--- src/rtl/config_pkg.sv ---
// Core configuration shared by the issue-side blocks.
//   cfg_t     : configuration record (RS_DEPTH = reservation station entries)
//   EmptyCfg  : default configuration used when no core config is supplied
//   RS_IDX_W  : entry index width for the default configuration
//   rs_depth_ok() : legality check for RS_DEPTH, used by an elaboration-time check
package config_pkg;

    typedef struct packed {
        int unsigned RS_DEPTH;
    } cfg_t;

    localparam cfg_t EmptyCfg = '{RS_DEPTH: 32'd8};

    localparam int unsigned RS_IDX_W = $clog2(EmptyCfg.RS_DEPTH);

    // The scheduler needs at least four entries.
    function automatic bit rs_depth_ok(input int unsigned depth);
        return depth >= 32'd4;
    endfunction

endpackage

--- src/rtl/rs_issue_ctrl_age_pick.sv ---
// rs_age_pick: selects the oldest requesting entry from an age matrix.
//   req   : candidate entry mask
//   older : older[i][j] = 1 means entry i is older than entry j
//   valid : at least one candidate requested
//   idx   : index of the oldest candidate (lowest index on a tie, 0 if none)
module rs_age_pick #(
    parameter int unsigned RS_DEPTH = 8,
    parameter int unsigned RS_IDX_W = 3
) (
    input  logic [RS_DEPTH-1:0]               req,
    input  logic [RS_DEPTH-1:0][RS_DEPTH-1:0] older,
    output logic                              valid,
    output logic [RS_IDX_W-1:0]               idx
);

    logic [RS_DEPTH-1:0] is_oldest;

    // An entry is oldest if no other candidate is older than it.
    always_comb begin
        is_oldest = req;
        for (int i = 0; i < int'(RS_DEPTH); i++) begin
            for (int j = 0; j < int'(RS_DEPTH); j++) begin
                if (i != j && req[j] && older[j][i]) begin
                    is_oldest[i] = 1'b0;
                end
            end
        end
    end

    always_comb begin
        valid = |req;
        idx   = '0;
        // Descending scan so the lowest set index wins.
        for (int i = int'(RS_DEPTH) - 1; i >= 0; i--) begin
            if (is_oldest[i]) begin
                idx = RS_IDX_W'(i);
            end
        end
    end

endmodule

--- src/rtl/rs_issue_ctrl.sv ---
// rs_issue_ctrl: allocation and oldest-first dual issue for one reservation station.
//   busy_vector / ready_mask    : RS occupancy and operand-ready state
//   disp_valid / disp_ready     : dispatch lanes in, all-or-nothing acceptance out
//   disp_idx / entry_wen        : entry assigned per lane, one-hot write enables to RS
//   alu_ready_0/1               : ALU back-pressure
//   issue_valid_0/1, sel_idx_0/1: per-port issue and selected entry
//   issue_grant                 : OR of the one-hot issue selections, to RS
// All outputs are combinational and forced to zero while rst_n is low.
module rs_issue_ctrl
    import config_pkg::*;
#(
    parameter config_pkg::cfg_t Cfg      = config_pkg::EmptyCfg,
    parameter int unsigned      RS_DEPTH = Cfg.RS_DEPTH,
    parameter int unsigned      RS_IDX_W = $clog2(Cfg.RS_DEPTH),
    parameter int unsigned      DISP_W   = 2
) (
    input  logic                             clk,
    input  logic                             rst_n,
    input  logic [RS_DEPTH-1:0]              busy_vector,
    input  logic [RS_DEPTH-1:0]              ready_mask,
    input  logic [DISP_W-1:0]                disp_valid,
    output logic                             disp_ready,
    output logic [DISP_W-1:0][RS_IDX_W-1:0]  disp_idx,
    output logic [RS_DEPTH-1:0]              entry_wen,
    input  logic                             alu_ready_0,
    input  logic                             alu_ready_1,
    output logic                             issue_valid_0,
    output logic                             issue_valid_1,
    output logic [RS_IDX_W-1:0]              sel_idx_0,
    output logic [RS_IDX_W-1:0]              sel_idx_1,
    output logic [RS_DEPTH-1:0]              issue_grant
);

    if (!rs_depth_ok(RS_DEPTH)) begin : g_bad_depth
        $error("rs_issue_ctrl: RS_DEPTH must be at least 4");
    end

    logic [RS_DEPTH-1:0][RS_DEPTH-1:0] older_q, older_d;

    logic [RS_DEPTH-1:0]             free;
    logic [RS_DEPTH-1:0]             free_rem;
    logic [DISP_W-1:0][RS_IDX_W-1:0] alloc_idx;
    logic [DISP_W-1:0]               lane_acc;
    logic                            disp_ready_raw;
    logic [RS_DEPTH-1:0]             wen_raw;

    logic [RS_DEPTH-1:0] cand, cand1;
    logic                pick0_valid, pick1_valid;
    logic [RS_IDX_W-1:0] pick0_idx, pick1_idx;
    logic                valid0_raw, valid1_raw;
    logic [RS_DEPTH-1:0] grant_raw;

    // Allocation: lane k takes the k-th lowest free entry.
    always_comb begin
        free      = ~busy_vector;
        free_rem  = free;
        alloc_idx = '0;
        for (int k = 0; k < int'(DISP_W); k++) begin
            for (int i = int'(RS_DEPTH) - 1; i >= 0; i--) begin
                if (free_rem[i]) begin
                    alloc_idx[k] = RS_IDX_W'(i);
                end
            end
            // Harmless when nothing is free: bit 0 is already clear then.
            free_rem[alloc_idx[k]] = 1'b0;
        end
        disp_ready_raw = ($countones(free) >= int'(DISP_W));
        lane_acc = '0;
        wen_raw  = '0;
        for (int k = 0; k < int'(DISP_W); k++) begin
            lane_acc[k] = disp_valid[k] & disp_ready_raw;
            if (lane_acc[k]) begin
                wen_raw[alloc_idx[k]] = 1'b1;
            end
        end
    end

    // Age update: a newly written entry becomes younger than every occupied
    // entry; among same-cycle writes, lower lanes are older.
    always_comb begin
        older_d = older_q;
        for (int k = 0; k < int'(DISP_W); k++) begin
            if (lane_acc[k]) begin
                for (int j = 0; j < int'(RS_DEPTH); j++) begin
                    if (busy_vector[j] && (RS_IDX_W'(j) != alloc_idx[k])) begin
                        older_d[j][alloc_idx[k]] = 1'b1;
                        older_d[alloc_idx[k]][j] = 1'b0;
                    end
                end
            end
        end
        for (int k = 0; k < int'(DISP_W); k++) begin
            for (int l = k + 1; l < int'(DISP_W); l++) begin
                if (lane_acc[k] && lane_acc[l]) begin
                    older_d[alloc_idx[k]][alloc_idx[l]] = 1'b1;
                    older_d[alloc_idx[l]][alloc_idx[k]] = 1'b0;
                end
            end
        end
    end

    always_ff @(posedge clk or negedge rst_n) begin
        if (!rst_n) begin
            older_q <= '0;
        end else begin
            older_q <= older_d;
        end
    end

    assign cand = ready_mask & busy_vector;

    rs_age_pick #(
        .RS_DEPTH (RS_DEPTH),
        .RS_IDX_W (RS_IDX_W)
    ) u_pick0 (
        .req   (cand),
        .older (older_q),
        .valid (pick0_valid),
        .idx   (pick0_idx)
    );

    assign valid0_raw = alu_ready_0 & pick0_valid;
    // Port 1 only excludes port 0's pick when port 0 actually issues, so a
    // stalled ALU 0 hands the oldest candidate to ALU 1.
    assign cand1 = valid0_raw ? (cand & ~(RS_DEPTH'(1) << pick0_idx)) : cand;

    rs_age_pick #(
        .RS_DEPTH (RS_DEPTH),
        .RS_IDX_W (RS_IDX_W)
    ) u_pick1 (
        .req   (cand1),
        .older (older_q),
        .valid (pick1_valid),
        .idx   (pick1_idx)
    );

    assign valid1_raw = alu_ready_1 & pick1_valid;

    always_comb begin
        grant_raw = '0;
        if (valid0_raw) begin
            grant_raw = grant_raw | (RS_DEPTH'(1) << pick0_idx);
        end
        if (valid1_raw) begin
            grant_raw = grant_raw | (RS_DEPTH'(1) << pick1_idx);
        end
    end

    // Outputs are held at zero during reset so the RS sees no writes or grants.
    assign disp_ready    = rst_n & disp_ready_raw;
    assign disp_idx      = rst_n ? alloc_idx : '0;
    assign entry_wen     = rst_n ? wen_raw : '0;
    assign issue_valid_0 = rst_n & valid0_raw;
    assign issue_valid_1 = rst_n & valid1_raw;
    assign sel_idx_0     = (rst_n && valid0_raw) ? pick0_idx : '0;
    assign sel_idx_1     = (rst_n && valid1_raw) ? pick1_idx : '0;
    assign issue_grant   = rst_n ? grant_raw : '0;

endmodule

--- config.mk ---
export PLATFORM = sky130hd
export DESIGN_NAME = rs_issue_ctrl
export DESIGN_NICKNAME = d
export VERILOG_FILES = /design/src/rtl/config_pkg.sv /design/src/rtl/rs_issue_ctrl_age_pick.sv /design/src/rtl/rs_issue_ctrl.sv
export SDC_FILE = /design/constraint.sdc
export NUM_CORES = 1
export LEC_CHECK = 0
export CORE_UTILIZATION = 25
export CTS_BUF_LIST = sky130_fd_sc_hd__clkbuf_2
export DETAILED_ROUTE_END_ITERATION = 16
export RECOVER_POWER = 25
export SLEW_MARGIN = 25
export SYNTH_ARGS = -nofsm -noshare
export SYNTH_HDL_FRONTEND = slang
export SYNTH_SLANG_ARGS = --single-unit
export TNS_END_PERCENT = 1
--- constraint.sdc ---
create_clock -name clk -period 5.35 [get_ports clk]
set_input_delay 0.535 -clock clk [delete_from_list [all_inputs] [get_ports clk]]
set_output_delay 0.535 -clock clk [all_outputs]
set_load 0.03 [all_outputs]
* Yosys cells after proc, flatten, opt, wreduce, memory -nomap -nowiden
Index checks and enable logic that the tools add are counted.
** Word-level totals
- Output and inout bits :: 31
- Flip-flop bits (word level) :: 64
** Operators by class
- $add $sub $neg :: 7
- Shifts and indexed selects :: 2
- Equal/unequal tests :: 14
- Bitwise operators :: 66
- Reduce and logical (&&, ||, !) cells :: 137
- $lt $le $gt $ge :: 5
- Muxes and demuxes :: 227
** Operators by type and width (number)
- 2-to-1 mux 64 bit :: 33
- bitwise AND 64 bit :: 17
- NOT 64 bit :: 17
- demux 8 bit (select 3 bit) :: 18
- OR 8 bit :: 18
- logical AND 1 bit :: 133
- 2-to-1 mux 1 bit :: 116
- 2-to-1 mux 3 bit :: 36
- 2-to-1 mux 8 bit :: 11
- OR 64 bit :: 1
- bitwise AND 8 bit :: 3
- != test 3 bit (first input constant) :: 8
- NOT 8 bit :: 3
- 2-to-1 mux 6 bit :: 3
- OR reduction 8 bit :: 2
- << shifter 1 x 3 -> 8 bit (first input constant) :: 2
- 2-to-1 mux 7 bit :: 2
- != test 2 x 3 -> 1 bit (first input constant) :: 4
- 2-to-1 mux 5 bit :: 2
- adder 1 x 1 -> 2 bit :: 4
- less-than comparator 3 x 4 -> 1 bit (second input constant) :: 2
- 2-to-1 mux 4 bit :: 2
- bitwise AND 1 bit :: 7
- adder 2 x 2 -> 3 bit :: 2
- other kinds (7) :: 12

* Logic depth before layout (Yosys ltp)
Gate-level depths: netlist (run 1).
- Depth after elaboration :: 80
- Depth in mapped cells :: 17
- Depth with buffers taken out :: 17

* Hierarchy
From an unflattened synthesis (run 1), not the netlist that was laid out.
** Second synthesis, totals
- Cell total of the unflattened synthesis :: 640
- Area, all modules :: 5352.6 µm²
** Modules (own cells, without submodules)
- rs_issue_ctrl :: cells each 514, times used 1, area an instance 4434.3 µm², seq. area each 1601.5 µm²
- rs_age_pick :: cells each 63, times used 2, area an instance 459.2 µm², seq. area each 0.0 µm²

* Worst setup path after synthesis (run 1)
No wires, ideal clock.
- Kind :: input port to output port
- Start :: in busy_vector[0]
- End :: out entry_wen[0]
- Data arrival time :: 4.539 ns
- Buffers on the path :: 1
- Path slack :: 0.276 ns
- Stages on the path :: 15
- Path through :: fa_1 fa_1 fa_1 inv_1 ha_1 inv_1 fa_1 nor2b_1 o21ai_0 nand2_1 nor3b_1 nor2b_1 clkbuf_1 a21oi_1 nor2_1
** Between the ends
- Cells in the longest elaborated chain, start to end :: 23
** Ends and longest elaborated chain
- start, declared :: line rs_issue_ctrl.sv:19 : input logic [RS_DEPTH-1:0] busy_vector,
- NOT 8 bit (*) :: line rs_issue_ctrl.sv:55 : free = ~busy_vector;
- 2-to-1 mux 3 bit :: line rs_issue_ctrl.sv:60 : if (free_rem[i]) begin
- less-than comparator 3 x 4 -> 1 bit (not written as such) / greater-or-equal comparator 3 x 1 -> 1 bit (equally long branches) :: line rs_issue_ctrl.sv:65, rs_issue_ctrl.sv:73
- logical AND 1 bit (not written as such) :: line rs_issue_ctrl.sv:65, rs_issue_ctrl.sv:73
- 2-to-1 mux 1 bit (not written as such) :: line rs_issue_ctrl.sv:65, rs_issue_ctrl.sv:73
- demux 1 bit (select 3 bit) :: line rs_issue_ctrl.sv:65, rs_issue_ctrl.sv:73
- NOT 8 bit (no source line)
- bitwise AND 8 bit (no source line)
- 2-to-1 mux 3 bit (8 in series) :: line rs_issue_ctrl.sv:60
- less-than comparator 3 x 4 -> 1 bit (not written as such) / greater-or-equal comparator 3 x 1 -> 1 bit (equally long branches) :: line rs_issue_ctrl.sv:73 : wen_raw[alloc_idx[k]] = 1'b1;
- logical AND 1 bit (not written as such) :: line rs_issue_ctrl.sv:73
- 2-to-1 mux 1 bit (not written as such) :: line rs_issue_ctrl.sv:73
- demux 1 bit (select 3 bit) :: line rs_issue_ctrl.sv:73
- OR 8 bit (no source line)
- 2-to-1 mux 8 bit (*) :: line rs_issue_ctrl.sv:72 : if (lane_acc[k]) begin
- 2-to-1 mux 8 bit (*) :: line rs_issue_ctrl.sv:152 : assign entry_wen = rst_n ? wen_raw : '0;
- end, declared :: line rs_issue_ctrl.sv:24 : output logic [RS_DEPTH-1:0] entry_wen,
Mark *: on every way between the ends. The rest lies on a longest branch, timed or not.

* Final worst setup path (run 1)
- Start :: in busy_vector[0]
- End :: out entry_wen[1]
The elaborated chain is that of the path after synthesis.

==> metrics.cfg, run 1 <==
[sta]
period_share_pct=99.2
rsz0062_at_grt=true
drv_slew=0
final-setup-viol-count=0
fin_crit_ns=5.31
fmax_mhz=188
tightest_slew_ns=0.760
hold_violations=0
finClkSkew_ns=0
fin_hold_ws_ns=0.202
max_slew_margin_pct=48.8

[synthesis]
yosys_warnings=0
synth_top_area_share_pct=27.1
syn_nets=711
yosys.cell_types.count=79
synth_common_cells=90 x nand2_1, 56 x a21oi_1, 56 x dfrtp_1, 56 x nor2_1, 49 x nand3_1
yosys_most_used_dff=dfrtp_1
synth.avg_cell_area_um2=7.59
yosysTopAreaCell=dfrtp_1
ys_ff_latch=56
synth_top_family_by_area=compound AO/OA/AOI/OAI gates
syn-instance-count=681
synth_adder_area_share_pct=2.71
synth_xor_area_share_pct=0.169
muxShareOfSynthArea_pct=0.436
synth_compound_area_share_pct=34.4
ys_seq_area_share_pct=27.1
synth_area_leaders=dfrtp_1 27%, nand2_1 6.5%, a21oi_1 5.4%, nand3_1 4.7%, o21ai_0 4.4%
yosys.area_share.simple_pct=30.1
syn_area_um2=5170
async_flop_share_pct=100
synth_edf_count=0
synth.most_common_cell=nand2_1

[route]
drc=0
drt_iter0_drc=743
drt-pass1-iter-count=5
totalWireLength_um=23700
vias=6304
drt-wirelength-per-cell_um=21.6
viasPerCell=5.74
antenna_left=0

[placed_design]
globalplace.congestion=0.986
dpl.hpwl_um=19000
portBuffers=52

[final_layout]
fin_util_pct=34.2
fillers=2149
layout.nets=856
largest_reg_flops=56
largestRegisters=older_q: 56 flops
regMostFlops=older_q
drive_gt1_share_pct=23.1
syn2layout_area_growth_pct=33.9

[clocking]
cts_inserted_buffers=5
clk_path_buf_depth=2
root_buffer=clkbuf_2
cts_tree=yes
htree_levels=2
clk_pin_slew_worst_paths_ns=0.28
clock_latency_ns=0.45
cts.sinks=56

[pwr]
p_per_area_nw_per_um2=313
p_total_uw=2170
ir_drop_mv=0.136
p_int_uw=1150
p_clk_share_pct=8.0
sequentialPowerShare_pct=37.5
power_switching_uw=1010
swShare_pct=46.8
leakage_uw=0.00297
power.share.combinational_pct=54.5

[grt]
grt_pass1_vias=5920
grt_start_max_net_pins=42
grt_pass1_wl_um=35700
overflow=0
track_usage_pct=21.9
antenna_found_initial=1

[critical_path]
path_class=input port to output pin
endpoint_kind=output pin
cp_max_fo=5
cp-start-kind=input port
arrival_ns=4.77
crit_required_ns=4.82

[job]
maxCapViolCount=0

[die]
fp-row-count=52
dieWidth_um=146
die_area_um2=21300
core_area_um2=20200
initial_core_util_pct=25.6
fp.dieH_um=146
pin_count=53

[status]
run_status=finished clean

[worst_hold_path]
hp-class=input port to async pin

==> cells by family (layout without fill, tap and decap cells) <==
logic type,count (synthesis),in the layout
DFF,56,56
AOI/OAI and AO/OA,245,245
muxes,2,2
other,0,1
and+or+nand+nor,302,302
xor gates and xnor gates,1,1
buffers and inverters,66,212
adders and majority gates,9,9
==> routing by layer <==
| metal | vias to the layer above | global-route usage, % | part of all wire [%] | routed length, um |
|---|---|---|---|---|
| met5 | - | 0 | 0 | 0 |
| met4 | 0 | 10.3 | 4.5 | 1080 |
| met3 | 61 | 3.32 | 8.2 | 1940 |
| met2 | 337 | 34.5 | 45 | 10800 |
| met1 | 3038 | 29.4 | 42 | 9920 |
| li1 | 2868 | - | - | - |
==> power by group through the flow <==
stage | combinational (uW) | clock (uW) | sequential, uW
finish | 1180 | 173 | 813
global route | 1280 | 195 | 823
CTS | 1140 | 182 | 795
detailed placement | 1130 | 0 | 805
global placement | 1120 | 0 | 802
floorplan | 693 | 0 | 695
==> per-stage QoR <==
stage	worst slack [ns]	instances	cell area, um^2	setup TNS (ns)
after global placement	0.0750	1086	6770	0
after global routing	-0.153	1098	6920	-0.748
after CTS	0.00280	1094	6820	0
final	0.0416	1098	6920	0
after detailed placement	-0.0514	1086	6770	-0.0811
after floorplan	0.276	681	5170	0
==> final timing paths <==
check	startpoint	end	slack, ns	cells past startpoint
worst max-delay path	busy_vector[0]	entry_wen[1]	0.04	16
worst min-delay path	rst_n	older_q[1]	0.20	2
worst max register to register	older_q[17]	older_q[17]	4.12	3
worst min register to register	older_q[61]	older_q[61]	0.54	1
max in group asynchronous	rst_n	older_q[13]	4.70	2
min in group clk	older_q[61]	older_q[61]	0.54	1
==> worst max-delay path, stage by stage <==
cell,delay [ns]
clkdlybuf4s50_1,0.44
fa_1,0.57
fa_1,0.43
fa_1,0.45
inv_1,0.07
ha_1,0.18
inv_1,0.08
fa_1,0.46
a2111oi_2,0.43
o21ai_2,0.15
nand2_2,0.17
nor3b_2,0.08
and2_1,0.19
a31o_2,0.22
and2_1,0.15
buf_4,0.16
==> layout make-up <==
| type | instances | area, um^2 | area share (%) |
|---|---|---|---|
| antenna | 1 | 2.50 | 0.0361 |
| clock buffer | 7 | 35.0 | 0.506 |
| multi-input combinational | 559 | 3580 | 51.8 |
| tap | 270 | 338 | 4.88 |
| inverter | 29 | 109 | 1.57 |
| clock inverter | 1 | 8.76 | 0.126 |
| sequential | 56 | 1400 | 20.2 |
| timing repair buffer | 175 | 1450 | 20.9 |
==> cells in the final DEF (no fill, tap or decap), types with 6 or more instances in the layout <==
cell type | netlist | routed
nand2_1 | 90 | 89
nor2_1 | 56 | 56
o21ai_0 | 45 | 43
a21oi_1 | 56 | 55
and3_1 | 12 | 12
o2111ai_1 | 7 | 7
nor2b_1 | 11 | 10
nand3_1 | 49 | 49
a22oi_1 | 18 | 18
a211oi_1 | 8 | 7
nand2b_1 | 7 | 6
inv_1 | 28 | 28
clkdlybuf4s50_1 | 0 | 31
o21a_1 | 7 | 7
a31oi_1 | 8 | 7
and2_1 | 20 | 19
nand4_1 | 12 | 12
a221oi_1 | 8 | 8
a21o_1 | 6 | 6
nor3_1 | 12 | 12
a21boi_0 | 10 | 10
buf_4 | 0 | 136
clkbuf_2 | 0 | 7
dfrtp_1 | 56 | 56
a32oi_1 | 9 | 9
o22ai_1 | 7 | 7
a22o_1 | 12 | 12
==> what timing repair did <==
item	CTS	global route
buffers inserted	0	3
hold buffers	0	0
gates resized for setup	1	20
pin swaps	0	1
gates cloned	0	0
endpoints found under the setup margin	2	11
No activity file was read; power rests on OpenSTA's default activity.
==> inputs of run 2 (changes only) <==
--- a/config.mk
+++ b/config.mk
@@ -8,9 +8,12 @@
 export CORE_UTILIZATION = 25
 export CTS_BUF_LIST = sky130_fd_sc_hd__clkbuf_2
 export DETAILED_ROUTE_END_ITERATION = 16
+export GPL_TIMING_DRIVEN = 0
 export RECOVER_POWER = 25
+export SKIP_CTS_REPAIR_TIMING = 1
 export SLEW_MARGIN = 25
 export SYNTH_ARGS = -nofsm -noshare
 export SYNTH_HDL_FRONTEND = slang
+export SYNTH_HIERARCHICAL = 1
 export SYNTH_SLANG_ARGS = --single-unit
 export TNS_END_PERCENT = 1
==> run 2 against run 1 <==
Net effect: the run now ends with negative setup slack left; area after synthesis down 1.1%; hold slack better by 0.18 ns; cell area down 5.0%; largest power group unchanged.
==> metrics.cfg, run 2 <==
[status]
run_status=complete, but fails checks
violations=negative setup slack

[placed_design]
place_area_um2=5980  ; -12%
pre_cts_ws_ns=-1.60  ; -1.55 ns
globalplace.congestion=0.932  ; -5.5%
portBuffers=51  ; -1.9%
dpl.hpwl_um=15300  ; -20%

[route]
drt_iter0_drc=827  ; +11%
drc=0  ; unchanged
totalWireLength_um=20800  ; -13%
vias=5595  ; -11%
drt-wirelength-per-cell_um=21.3  ; -1.5%
drt-pass1-iter-count=5  ; unchanged
antenna_left=0  ; unchanged
viasPerCell=5.74  ; about the same

[critical_path]
path_class=input port to output pin
cp_max_fo=10  ; +5
ff2ff_setup_slack_ns=4.09  ; -0.03 ns
timing.critical_path.from=busy_vector[2]
cp-start-kind=input port
crit_required_ns=4.82  ; about the same
endpoint_kind=output pin
arrival_ns=5.07  ; +0.30 ns
r2r-start=older_q[46]

[grt]
grt_pass1_wl_um=31200  ; -12%
overflow=0  ; unchanged
track_usage_pct=19.0  ; -2.9 points
grt_pass1_vias=5282  ; -11%
grt_start_max_net_pins=46  ; +9.5%
antenna_found_initial=1  ; unchanged

[clocking]
cts_tree=yes
clk_path_buf_depth=2  ; unchanged
cts_inserted_buffers=5  ; unchanged
htree_levels=2  ; unchanged
cts.sinks=56  ; unchanged
clk_pin_slew_worst_paths_ns=0.32  ; +0.04 ns
root_buffer=clkbuf_2
clock_latency_ns=0.49  ; +0.04 ns

[die]
pin_count=53  ; unchanged
fp-row-count=51  ; -1.9%
die_area_um2=21000  ; -1.1%
core_area_um2=19800  ; -2.2%
dieWidth_um=145  ; -0.55%
initial_core_util_pct=25.9  ; +0.29 points
fp.dieH_um=145  ; -0.55%

[final_layout]
layout.nets=738  ; -14%
largest_reg_flops=56  ; unchanged
fin_util_pct=33.2  ; -0.98 points
fin_area_um2=6580  ; -5.0%
layout_common_cells=62 x nor2_1, 59 x nand2_1, 56 x dfrtp_1
syn2layout_area_growth_pct=28.6
final_common_cell=nor2_1
regMostFlops=older_q
largestRegisters=older_q: 56 flops
fillers=2094  ; -2.6%
drive_gt1_share_pct=24.5  ; +1.4 points

[pwr]
ir_drop_mv=0.108  ; -21%
p_per_area_nw_per_um2=315  ; +0.66%
leakage_uw=0.00273  ; -8.1%
p_total_uw=2070  ; -4.4%

[synthesis]
syn_nets=654  ; -8.0%
syn-instance-count=624  ; -8.4%
yosys_warnings=6  ; +6
synth.avg_cell_area_um2=8.19  ; +7.9%
syn_area_um2=5110  ; -1.1%

[worst_hold_path]
hp-class=input port to async pin

[sta]
tightest_slew_ns=0.919  ; +0.159 ns
fin_crit_ns=5.60  ; +0.294 ns
final-setup-viol-count=10  ; +10
fmax_mhz=178  ; -5.2%
hold_violations=0  ; unchanged
period_share_pct=105  ; +5.5 points
drv_slew=0  ; unchanged
rsz0062_at_grt=true
layout_setup_ws_ns=-0.252  ; -0.294 ns
max_slew_margin_pct=38.5  ; -10 points
finClkSkew_ns=0  ; unchanged

[job]
maxCapViolCount=0  ; unchanged

## run 2: area by class of cell
cell class / instances / area [um^2] / area share [%]
Multi-Input combinational cell: 502 / 3660 / 55.6
Sequential cell: 56 / 1400 / 21.3
Timing Repair Buffer: 81 / 733 / 11.2
Tap cell: 265 / 332 / 5.04
Buffer: 35 / 280 / 4.26
Inverter: 27 / 101 / 1.54
Clock inverter: 3 / 42.5 / 0.647
Clock buffer: 5 / 25.0 / 0.381
Antenna cell: 1 / 2.50 / 0.0381
## run 2: through the flow
step	hold WS, ns	cells	setup TNS [ns]
2_1_floorplan	0.239	624	0
3_3_place_gp	0.520	940	-38.90
3_5_place_dp	0.448	941	-31.54
4_1_cts	-0.151	949	-25.74
5_1_grt	0.341	974	-3.63
6_report	0.381	975	-1.85
## run 2: routing by layer
layer  track usage (%)  wire length [um]  vias to the layer above  part of all wire, %
met5                 0                 0                        -                    0
met4              6.97               637                        0                  3.1
li1                  -                 -                     2533                    -
met3              4.31              1990                       53                  9.6
met1              27.5              9320                     2685                   45
met2              27.3              8810                      324                   42
## run 2: worst paths after layout
kind / depth (start not counted) / to
worst min-delay path: 2 / older_q[30]
worst min register to register: 2 / older_q[21]
worst max-delay path: 26 / issue_grant[6]
min in group clk: 2 / older_q[53]
worst max register to register: 3 / older_q[46]
max in group asynchronous: 3 / older_q[25]
## run 2: report_power, final
| part | internal, uW | total [uW] | leakage [uW] | switching, uW |
|---|---|---|---|---|
| clock network | 77.7 | 225 | 0.0000390 | 147 |
| logic | 482 | 1070 | 0.00204 | 584 |
| registers | 577 | 779 | 0.000653 | 202 |
| total | 1140 | 2070 | 0.00273 | 932 |
## run 2: critical path: stages
cell and delay, ns:
buf_2 0.14, buf_6 0.13, buf_4 0.17, and2_1 0.16
buf_6 0.14, a22o_1 0.21, a221oi_2 0.19, and4_4 0.29
nor2_1 0.05, o31a_1 0.27, nor3_4 0.27, buf_4 0.16
nand2_1 0.08, nor2_2 0.13, nor2b_1 0.06, clkbuf_4 0.19
a22o_1 0.23, a221oi_2 0.18, and4_4 0.27, nor4_1 0.06
nor4b_2 0.40, nand3_2 0.22, nor2_1 0.16, nor2_1 0.05
nor2_1 0.08, buf_2 0.21
==> inputs of run 3 (changes only) <==
--- a/config.mk
+++ b/config.mk
@@ -5,10 +5,13 @@
 export SDC_FILE = /design/constraint.sdc
 export NUM_CORES = 1
 export LEC_CHECK = 0
+export CELL_PAD_IN_SITES_DETAIL_PLACEMENT = 2
+export CELL_PAD_IN_SITES_GLOBAL_PLACEMENT = 2
 export CORE_UTILIZATION = 25
 export CTS_BUF_LIST = sky130_fd_sc_hd__clkbuf_2
 export DETAILED_ROUTE_END_ITERATION = 16
 export GPL_TIMING_DRIVEN = 0
+export PLACE_DENSITY_LB_ADDON = 0.1
 export RECOVER_POWER = 25
 export SKIP_CTS_REPAIR_TIMING = 1
 export SLEW_MARGIN = 25
==> run 3 against run 2 <==
Net effect: the run ends with max-capacitance violations, max-slew violations, negative setup slack left; via count grew 4.2%; utilization is 2.1 points higher; cell area rose by 6.2%; clock power grew 18%; sequential share of layout area down 1.2 points.
==> metrics.cfg, run 3 (synthesized netlist as in run 2, its figures left out) <==
[placed_design]
globalplace.congestion=0.869  ; -6.7%
dpl.hpwl_um=20400  ; +34%
pre_cts_ws_ns=-2.40  ; -0.800 ns
portBuffers=51  ; unchanged

[pwr]
p_clk_share_pct=11.6  ; +0.7 points
power.share.combinational_pct=53.1  ; +1.6 points
power_switching_uw=1070  ; +15%
p_total_uw=2280  ; +10%
leakage_uw=0.00294  ; +7.4%
p_int_uw=1210  ; +6.1%
swShare_pct=47.0  ; +2.0 points
sequentialPowerShare_pct=35.3  ; -2.3 points
ir_drop_mv=0.127  ; +18%
p_per_area_nw_per_um2=326  ; +3.7%

[critical_path]
ff2ff_setup_slack_ns=4.10  ; about the same
reg2reg_depth=3  ; unchanged
endpoint_kind=output pin
cpMaxStageDelayCell=a21oi_2
timing.critical_path.from=busy_vector[6]
r2r-start=older_q[46]
r2r_end=older_q[46]
cp-start-kind=input port
crit_required_ns=4.82  ; about the same
arrival_ns=5.07  ; about the same
crit_family=compound AO/OA/AOI/OAI gates
path_class=input port to output pin
cp_slowest_stage_delay_ns=0.34  ; -0.06 ns
cp_max_fo=10  ; unchanged
crit_buf_inv=8  ; +1
cp_common_cell=buf_4

[sta]
finClkSkew_ns=0  ; unchanged
period_share_pct=105  ; about the same
fin_hold_ws_ns=0.289  ; -0.0921 ns
hold_violations=0  ; unchanged
final-setup-viol-count=11  ; +1
max_slew_margin_pct=-1.61  ; -40 points
fmax_mhz=178  ; about the same
drv_slew=23  ; +23
finalSetupTns_ns=-1.93  ; -0.0805 ns
layout_setup_ws_ns=-0.257  ; -0.00498 ns
rsz0062_at_grt=true
tightest_slew_ns=1.52  ; +0.605 ns
fin_crit_ns=5.61  ; +0.00498 ns

[final_layout]
layout_common_cells=60 x buf_4, 59 x nor2_1, 58 x nand2_1
largest_reg_flops=56  ; unchanged
drive_gt1_share_pct=29.1  ; +4.6 points
regMostFlops=older_q
fin_util_pct=35.3  ; +2.1 points
syn2layout_area_growth_pct=36.5
num_antenna_cells=0  ; -1
layout.nets=761  ; +3.1%
final_common_cell=buf_4
fillers=2252  ; +7.5%
largestRegisters=older_q: 56 flops

[route]
vias=5829  ; +4.2%
drt_iter0_drc=360  ; -56%
viasPerCell=5.85  ; +1.9%
drt-pass1-iter-count=5  ; unchanged
totalWireLength_um=27300  ; +31%
drc=0  ; unchanged
antenna_left=0  ; unchanged
drt-wirelength-per-cell_um=27.4  ; +29%

[grt]
grt_use_met1_pct=33.3  ; +5.8 points
grt_pass1_wl_um=39700  ; +27%
busiest_layer=met2
grtUsageMet3_pct=3.87  ; -0.44 points
grt_start_max_net_pins=43  ; -6.5%
overflow=0  ; unchanged
grt_pass1_vias=6105  ; +16%
track_usage_pct=25.1  ; +6.1 points
antenna_found_initial=0  ; -1
met2_usage_pct=41.2  ; +14 points

[worst_hold_path]
hp-class=input port to register
whs_path_depth=2
hp-start=disp_valid[1]
hold_end=older_q[53]

[die]
initial_core_util_pct=25.9  ; unchanged
pin_count=53  ; unchanged
die_area_um2=21000  ; unchanged
fp.dieH_um=145  ; unchanged
fp-row-count=51  ; unchanged
core_area_um2=19800  ; unchanged
dieWidth_um=145  ; unchanged

[clocking]
cts_tree=yes
htree_levels=2  ; unchanged
clk_path_buf_depth=2  ; unchanged
cts_inserted_buffers=5  ; unchanged
cts.sinks=56  ; unchanged
root_buffer=clkbuf_2
clock_latency_ns=0.55  ; +0.06 ns
clk_pin_slew_worst_paths_ns=0.41  ; +0.09 ns

[job]
maxCapViolCount=1  ; +1

[status]
violations=max-capacitance violations, max-slew violations, negative setup slack
run_status=complete, but fails checks

==> run 3: worst max-delay path by stage <==
stage | endpoint | cells after the start
final | issue_grant[5] | 27
after floorplan | issue_grant[2] | 24
after global routing | issue_grant[5] | 26
after global placement | issue_grant[5] | 24
after CTS | issue_grant[5] | 24
after detailed placement | issue_grant[5] | 24
==> run 3: metrics by stage <==
step	cell area [um^2]	cells
3_5_place_dp	5990	941
2_1_floorplan	5110	624
6_report	6980	997
4_1_cts	6060	949
3_3_place_gp	5960	940
5_1_grt	6980	997
==> run 3: cell type report <==
class,instances,area [um^2],share of cell area (%)
timing repair buffer,104,933,13.4
clock buffer,5,25.0,0.358
clock inverter,3,50.0,0.717
tap,265,332,4.75
inverter,27,101,1.45
sequential,56,1400,20.1
multi-input combinational,502,3800,54.5
buffer,35,334,4.78
==> run 3: power by group through the flow <==
stage	Clock, uW	Sequential (uW)	Combinational (uW)
2_1_floorplan	0	687	648
3_3_place_gp	0	789	904
3_5_place_dp	0	794	947
4_1_cts	269	787	951
5_1_grt	286	820	1300
6_report	265	803	1210
==> run 3: per-layer routing <==
layer  vias up  wire length (um)  part of all wire [%]
met5         -                 0                     0
met4         0               907                   3.3
met3        52              1140                   4.2
met2       166             12800                    47
met1      3041             12400                    46
li1       2570                 -                     -
